$ cat config.mk
export PLATFORM = sky130hd
export DESIGN_NAME = router_pkt_tx
export DESIGN_NICKNAME = d
export VERILOG_FILES = /design/src/rtl/router_pkt_tx_pkg.sv /design/src/rtl/router_pkt_tx_buf.sv /design/src/rtl/router_pkt_tx.sv
export SDC_FILE = /design/constraint.sdc
export NUM_CORES = 1
export LEC_CHECK = 0
export ABC_AREA = 1
export CORE_MARGIN = 2
export CORE_UTILIZATION = 66
export CTS_CLUSTER_DIAMETER = 150
export DETAILED_ROUTE_END_ITERATION = 16
export PLACE_DENSITY_LB_ADDON = 0.15
export SETUP_SLACK_MARGIN = 0.05
export SLEW_MARGIN = 20
export SYNTH_ARGS = -nofsm -noshare
export SYNTH_HDL_FRONTEND = slang
export SYNTH_HIERARCHICAL = 1
export SYNTH_SLANG_ARGS = --single-unit
$ cat constraint.sdc
create_clock -name clk -period 5.9 [get_ports clk]
set_clock_uncertainty 0.15 [all_clocks]
set_input_delay 0.885 -clock clk [delete_from_list [all_inputs] [get_ports clk]]
set_output_delay 0.885 -clock clk [all_outputs]
set_load 0.005 [all_outputs]
$ cat src/rtl/router_pkt_tx_pkg.sv
// Shared definitions for the router packet transmitter: field widths, header
// layout and FSM state encoding.
package router_pkt_tx_pkg;

    localparam int DATA_W = 8;
    localparam int LEN_W  = 6;
    localparam int ADDR_W = 2;
    localparam logic [ADDR_W-1:0] ADDR_INVALID = 2'b11;

    localparam int HDR_LEN_MSB  = 7;
    localparam int HDR_LEN_LSB  = 2;
    localparam int HDR_ADDR_MSB = 1;
    localparam int HDR_ADDR_LSB = 0;

    typedef enum logic [2:0] {
        S_IDLE,
        S_LOAD,
        S_HEADER,
        S_PAYLOAD,
        S_PARITY
    } state_t;

    function automatic logic [DATA_W-1:0] make_header(input logic [LEN_W-1:0]  len,
                                                      input logic [ADDR_W-1:0] addr);
        logic [DATA_W-1:0] h;
        h = '0;
        h[HDR_LEN_MSB:HDR_LEN_LSB]   = len;
        h[HDR_ADDR_MSB:HDR_ADDR_LSB] = addr;
        return h;
    endfunction

endpackage

$ cat src/rtl/router_pkt_tx_buf.sv
// Payload buffer: simple dual-port RAM, synchronous write, registered read.
module router_pkt_tx_buf #(
    parameter int AW = 6,
    parameter int DW = 8
) (
    input  logic          clk,
    input  logic          wr_en,
    input  logic [AW-1:0] wr_addr,
    input  logic [DW-1:0] wr_data,
    input  logic [AW-1:0] rd_addr,
    output logic [DW-1:0] rd_data
);

    logic [DW-1:0] mem [0:(1<<AW)-1];

    always_ff @(posedge clk) begin
        if (wr_en) begin
            mem[wr_addr] <= wr_data;
        end
    end

    always_ff @(posedge clk) begin
        rd_data <= mem[rd_addr];
    end

endmodule

$ cat src/rtl/router_pkt_tx.sv
// Router packet source: buffers a whole payload, then sends header, payload
// and parity gap-free on the datain/packet_valid/busy interface.
module router_pkt_tx
    import router_pkt_tx_pkg::*;
#(
    parameter int BUF_AW = 6
) (
    input  logic              clk,
    input  logic              resetn,
    input  logic              start,
    input  logic [ADDR_W-1:0] dest_addr,
    input  logic [LEN_W-1:0]  pay_len,
    input  logic              inj_err,
    input  logic              pl_valid,
    input  logic [DATA_W-1:0] pl_data,
    output logic              pl_ready,
    input  logic              busy,
    output logic [DATA_W-1:0] tx_data,
    output logic              packet_valid,
    output logic              idle,
    output logic              done,
    output logic              addr_err
);

    state_t            state_reg, state_next;
    logic [ADDR_W-1:0] addr_reg;
    logic [LEN_W-1:0]  len_reg;
    logic              inj_reg;
    logic [LEN_W-1:0]  wr_ptr_reg;
    logic [LEN_W-1:0]  rd_ptr_reg, rd_ptr_next;
    logic [DATA_W-1:0] parity_reg;
    logic              done_reg, addr_err_reg;
    logic [DATA_W-1:0] header;
    logic [DATA_W-1:0] buf_rd_data;
    logic              start_ok, accept, last_load, last_pay;

    assign header    = make_header(len_reg, addr_reg);
    assign start_ok  = (state_reg == S_IDLE) && start && (dest_addr != ADDR_INVALID);
    assign accept    = (state_reg == S_LOAD) && pl_valid;
    assign last_load = accept && (wr_ptr_reg == len_reg - LEN_W'(1));
    assign last_pay  = (rd_ptr_reg == len_reg - LEN_W'(1));

    always_ff @(posedge clk or negedge resetn) begin
        if (!resetn) begin
            state_reg <= S_IDLE;
        end else begin
            state_reg <= state_next;
        end
    end

    always_comb begin
        state_next = state_reg;
        case (state_reg)
            S_IDLE:    if (start_ok) state_next = (pay_len != '0) ? S_LOAD : S_HEADER;
            S_LOAD:    if (last_load) state_next = S_HEADER;
            S_HEADER:  if (!busy) state_next = (len_reg != '0) ? S_PAYLOAD : S_PARITY;
            S_PAYLOAD: if (!busy && last_pay) state_next = S_PARITY;
            S_PARITY:  if (!busy) state_next = S_IDLE;
            default:   state_next = S_IDLE;
        endcase
    end

    // Every output is a decode of registered state/data, so nothing on the
    // router side moves while busy holds the FSM in place.
    always_comb begin
        pl_ready     = 1'b0;
        packet_valid = 1'b0;
        idle         = 1'b0;
        tx_data      = '0;
        case (state_reg)
            S_IDLE:    idle = 1'b1;
            S_LOAD:    pl_ready = 1'b1;
            S_HEADER: begin
                packet_valid = 1'b1;
                tx_data      = header;
            end
            S_PAYLOAD: begin
                packet_valid = 1'b1;
                tx_data      = buf_rd_data;
            end
            S_PARITY:  tx_data = parity_reg ^ {DATA_W{inj_reg}};
            default:   tx_data = '0;
        endcase
    end

    // Read address runs one step ahead so the RAM output already holds the
    // byte to present when PAYLOAD is entered or a byte has just transferred.
    always_comb begin
        rd_ptr_next = rd_ptr_reg;
        if (start_ok) begin
            rd_ptr_next = '0;
        end else if ((state_reg == S_PAYLOAD) && !busy) begin
            rd_ptr_next = rd_ptr_reg + LEN_W'(1);
        end
    end

    always_ff @(posedge clk or negedge resetn) begin
        if (!resetn) begin
            addr_reg     <= '0;
            len_reg      <= '0;
            inj_reg      <= 1'b0;
            wr_ptr_reg   <= '0;
            rd_ptr_reg   <= '0;
            parity_reg   <= '0;
            done_reg     <= 1'b0;
            addr_err_reg <= 1'b0;
        end else begin
            rd_ptr_reg   <= rd_ptr_next;
            done_reg     <= (state_reg == S_PARITY) && !busy;
            addr_err_reg <= (state_reg == S_IDLE) && start && (dest_addr == ADDR_INVALID);
            if (start_ok) begin
                addr_reg   <= dest_addr;
                len_reg    <= pay_len;
                inj_reg    <= inj_err;
                wr_ptr_reg <= '0;
                // Zero-length packets enter HEADER straight away, so the header folds in here.
                parity_reg <= (pay_len == '0) ? make_header(pay_len, dest_addr) : '0;
            end else if (accept) begin
                wr_ptr_reg <= wr_ptr_reg + LEN_W'(1);
                parity_reg <= parity_reg ^ pl_data ^ ({DATA_W{last_load}} & header);
            end
        end
    end

    router_pkt_tx_buf #(
        .AW (BUF_AW),
        .DW (DATA_W)
    ) u_buf (
        .clk     (clk),
        .wr_en   (accept),
        .wr_addr (BUF_AW'(wr_ptr_reg)),
        .wr_data (pl_data),
        .rd_addr (BUF_AW'(rd_ptr_next)),
        .rd_data (buf_rd_data)
    );

    assign done     = done_reg;
    assign addr_err = addr_err_reg;

endmodule

==> metrics <==
outcome=finished, final reports clean; FMAX=roughly 260 MHz; largest cells by area after synthesis=edfxtp_1, nand2_1, nand3_1, dfrtp_1, buf_6; nets=2161; Overflow after GRT=0; crit path cell chain=clkdlybuf4s50_1, inv_1, o211ai_4, o21ai_0, a21oi_4, buf_12, nand2_1, nand3_1, nand3_1, nand2_1, nand2_1, nand3_1, nand3_1, nand2_1; R2R Setup Slk=between 2 and 2.5 ns; total power=roughly 0.012 W; Final Util=between 70% and 80%; DRC marker count from the first detailed-route iteration=1864; IR drop worst, VDD=2.045 mV; first-pass GRT wire length=approximately 89000 um; pre-CTS setup slack=about 1.5 ns; antenna cells=0; via/cell ratio=approximately 6.2; Post-Place Cell Area=around 0.024 mm^2; CP Class=in -> reg; Critical Path Start=dest_addr[0]; CP startpoint kind=input pin; Hold Crit Start=parity_reg[4]; Routed Antenna Nets=0; Num CTS Buffers=between 50 and 60; die span in y=roughly 190 um; Port Buf Inserts=34; initial antenna violation count=0; DRC=0; Pwr Density=about 460 mW/mm^2; Sink Count=around 550; endpoint type of the worst setup path=register; CTS tree=done; Synth top area share=approximately two thirds; Final Cycle Share=roughly two thirds; reg2reg start=state_reg[1]; Metal-1 WL=approximately 23000 um; CP Data Required Time=6.27 ns; # resized after CTS=0; Max stage delay cell, worst path=buf_12; Root Driver=clkbuf_16; Post-CTS Setup Bufs=0; Crit Path Max Fanout=190; post-route minimum period=around 3.9 ns; Post-synth EDFFs=slightly above 500; RSZ-0062 raised after global routing=no; CP max stage delay=roughly 0.63 ns; synthesized instance count=roughly 2100; total of max-cap violations=0; mean area per synthesized cell=about 11 um^2; hold buffers post-CTS=0; post-synthesis sequential area ratio=69.05%; final setup vio count=0; die area=0.03749 mm^2; leakage power=between 9 and 10 nW; clk_lat worst skew=a little over 0.6 ns; Final Max Slew Viols=0; routed len/inst=between 20 and 25 um; final design instance area without fill=0.02575 mm^2; Core ar.=roughly 0.035 mm^2; final hold vios=0; critical path arrival=4.27 ns; HP Class=reg -> reg; Distinct cells, synth=41; Top delay family on crit path=buffers and inverters; Setup TNS Final=0 ns; Synth Flop Type=edfxtp_1; slew margin rel.=24.14%; GP Congestion=0.9329; # rows=between 60 and 70; Reg clk slew, reported paths=around 0.060 ns; Initial Util=between 60% and 70%; Area Growth Syn to Fin=8.499%; DRT Pass-1 Iters=5; Post-synth ARST share=~6.1%; flops & latches, synth=554; slew at the pin closest to its max-slew limit=around 1.1 ns; Die Width=193.6 um; yosys warns=6; syn_nets=around 2200; post-DP HPWL=32280 um; GR Util All Layers=30.87%; uppermost layer routed=met4; largest net degree at the start of global routing=between 150 and 200; max reg flops=slightly above 500; I/O pin count=35; DRT Wirelength=approximately 58000 um; leading area contributor after synthesis=edfxtp_1; DR vias=16450; Met3 Wirelength=5918 um; Mapped Area=0.02373 mm^2; WL met2=about 27000 um; share of post-route cells with drive strength above 1=around 6.8%; vias in the first global route=between 15000 and 20000; Worst Slack Setup Final=~2 ns; CTS H-Tree Depth=2; CP bufs+invs=3; Longest Clk Path Bufs=3
routing by layer:
| metal | vias to the layer above | GRT usage (%) |
|---|---|---|
| met2 | 949 | 47.84 |
| met5 | - | 0 |
| li1 | 7414 | - |
| met1 | 7948 | 44.67 |
| met4 | 0 | 11.17 |
| met3 | 135 | 5.549 |
synthesized netlist by cell type (9+ instances only):
cell        n
nand2_1   737
edfxtp_1  512
nand3_1   461
nor2_1     77
inv_1      43
buf_2      38
buf_6      35
dfrtp_1    34
o21ai_0    25
clkbuf_1   17
nand4_1    15
buf_4      14
buf_1      10
xor2_1     10
a21oi_1     9
inv_2       9
nor4_1      9
metrics by stage:
stage          std cells  hold WS [ns]
6_report            2637        0.3964
3_5_place_dp        2541        0.3781
3_3_place_gp        2541        0.3732
2_1_floorplan       2130        0.3442
4_1_cts             2637        0.3954
5_1_grt             2637        0.4242
cell families after synthesis:
logic type      share of synthesized area [%]
buf+inv                                 4.371
compound gates                          1.271
fa+ha+maj                              0.2109
simple gates                            24.44
xor+xnor                               0.6643
flops                                   69.05
report_power, final:
group	leakage [nW]	switching (W)	internal [W]
logic	3.54	0.00286	0.00119
registers	5.11	0.000204	0.00444
clock network	0.795	0.00142	0.00179
total	9.44	0.00448	0.00741
cell type report:
type                       count  area (um^2)
sequential                   554        16390
fill                        2350         9734
multi-input combinational   1405         6342
clock buffer                  67         1379
timing repair buffer          66        590.6
tap                          461        576.8
clock inverter                29        255.2
inverter                      55        219.0
cell usage in the layout, fill, tap and decap left out, types with 3 or more instances in the layout:
| cell | netlist | final |
|---|---|---|
| nor2_2 | 5 | 5 |
| inv_1 | 43 | 42 |
| nor2_1 | 77 | 76 |
| clkbuf_1 | 17 | 14 |
| ha_1 | 4 | 4 |
| clkinv_1 | 1 | 13 |
| nand3b_1 | 6 | 6 |
| inv_2 | 9 | 9 |
| dfrtp_1 | 34 | 34 |
| clkinv_2 | 0 | 10 |
| nor4_1 | 9 | 9 |
| a21oi_1 | 9 | 6 |
| a22oi_1 | 8 | 8 |
| xnor2_1 | 8 | 8 |
| nor3_1 | 5 | 5 |
| nand3_1 | 461 | 461 |
| bufinv_16 | 0 | 3 |
| nor2_4 | 2 | 3 |
| buf_4 | 14 | 28 |
| buf_2 | 38 | 8 |
| dfxtp_1 | 8 | 8 |
| clkdlybuf4s50_1 | 0 | 26 |
| o21ai_0 | 25 | 25 |
| xor2_1 | 10 | 10 |
| nand2_1 | 737 | 737 |
| nand4_1 | 15 | 15 |
| o21ai_1 | 7 | 7 |
| edfxtp_1 | 512 | 512 |
| nand3_2 | 4 | 4 |
| clkbuf_16 | 0 | 53 |
| buf_12 | 0 | 4 |
final timing paths:
check / end / cells after the start
worst max register to register: u_buf/rd_data[7] / 19
max in group asynchronous: addr_reg[1] / 2
worst min-delay path: parity_reg[4] / 2
worst max-delay path: u_buf/rd_data[7] / 14
min in group asynchronous: state_reg[2] / 2
worst min register to register: parity_reg[4] / 2
worst register-to-register path, delay by kind of cell (launching register included):
kind	cells	cell delay (ns)
AND/OR/NAND/NOR	11	1.37
AO/OA/AOI/OAI	2	0.40
buffers and inverters	6	1.44
flip-flops	1	0.42
Note: power is estimated with default switching activity, not from simulation.
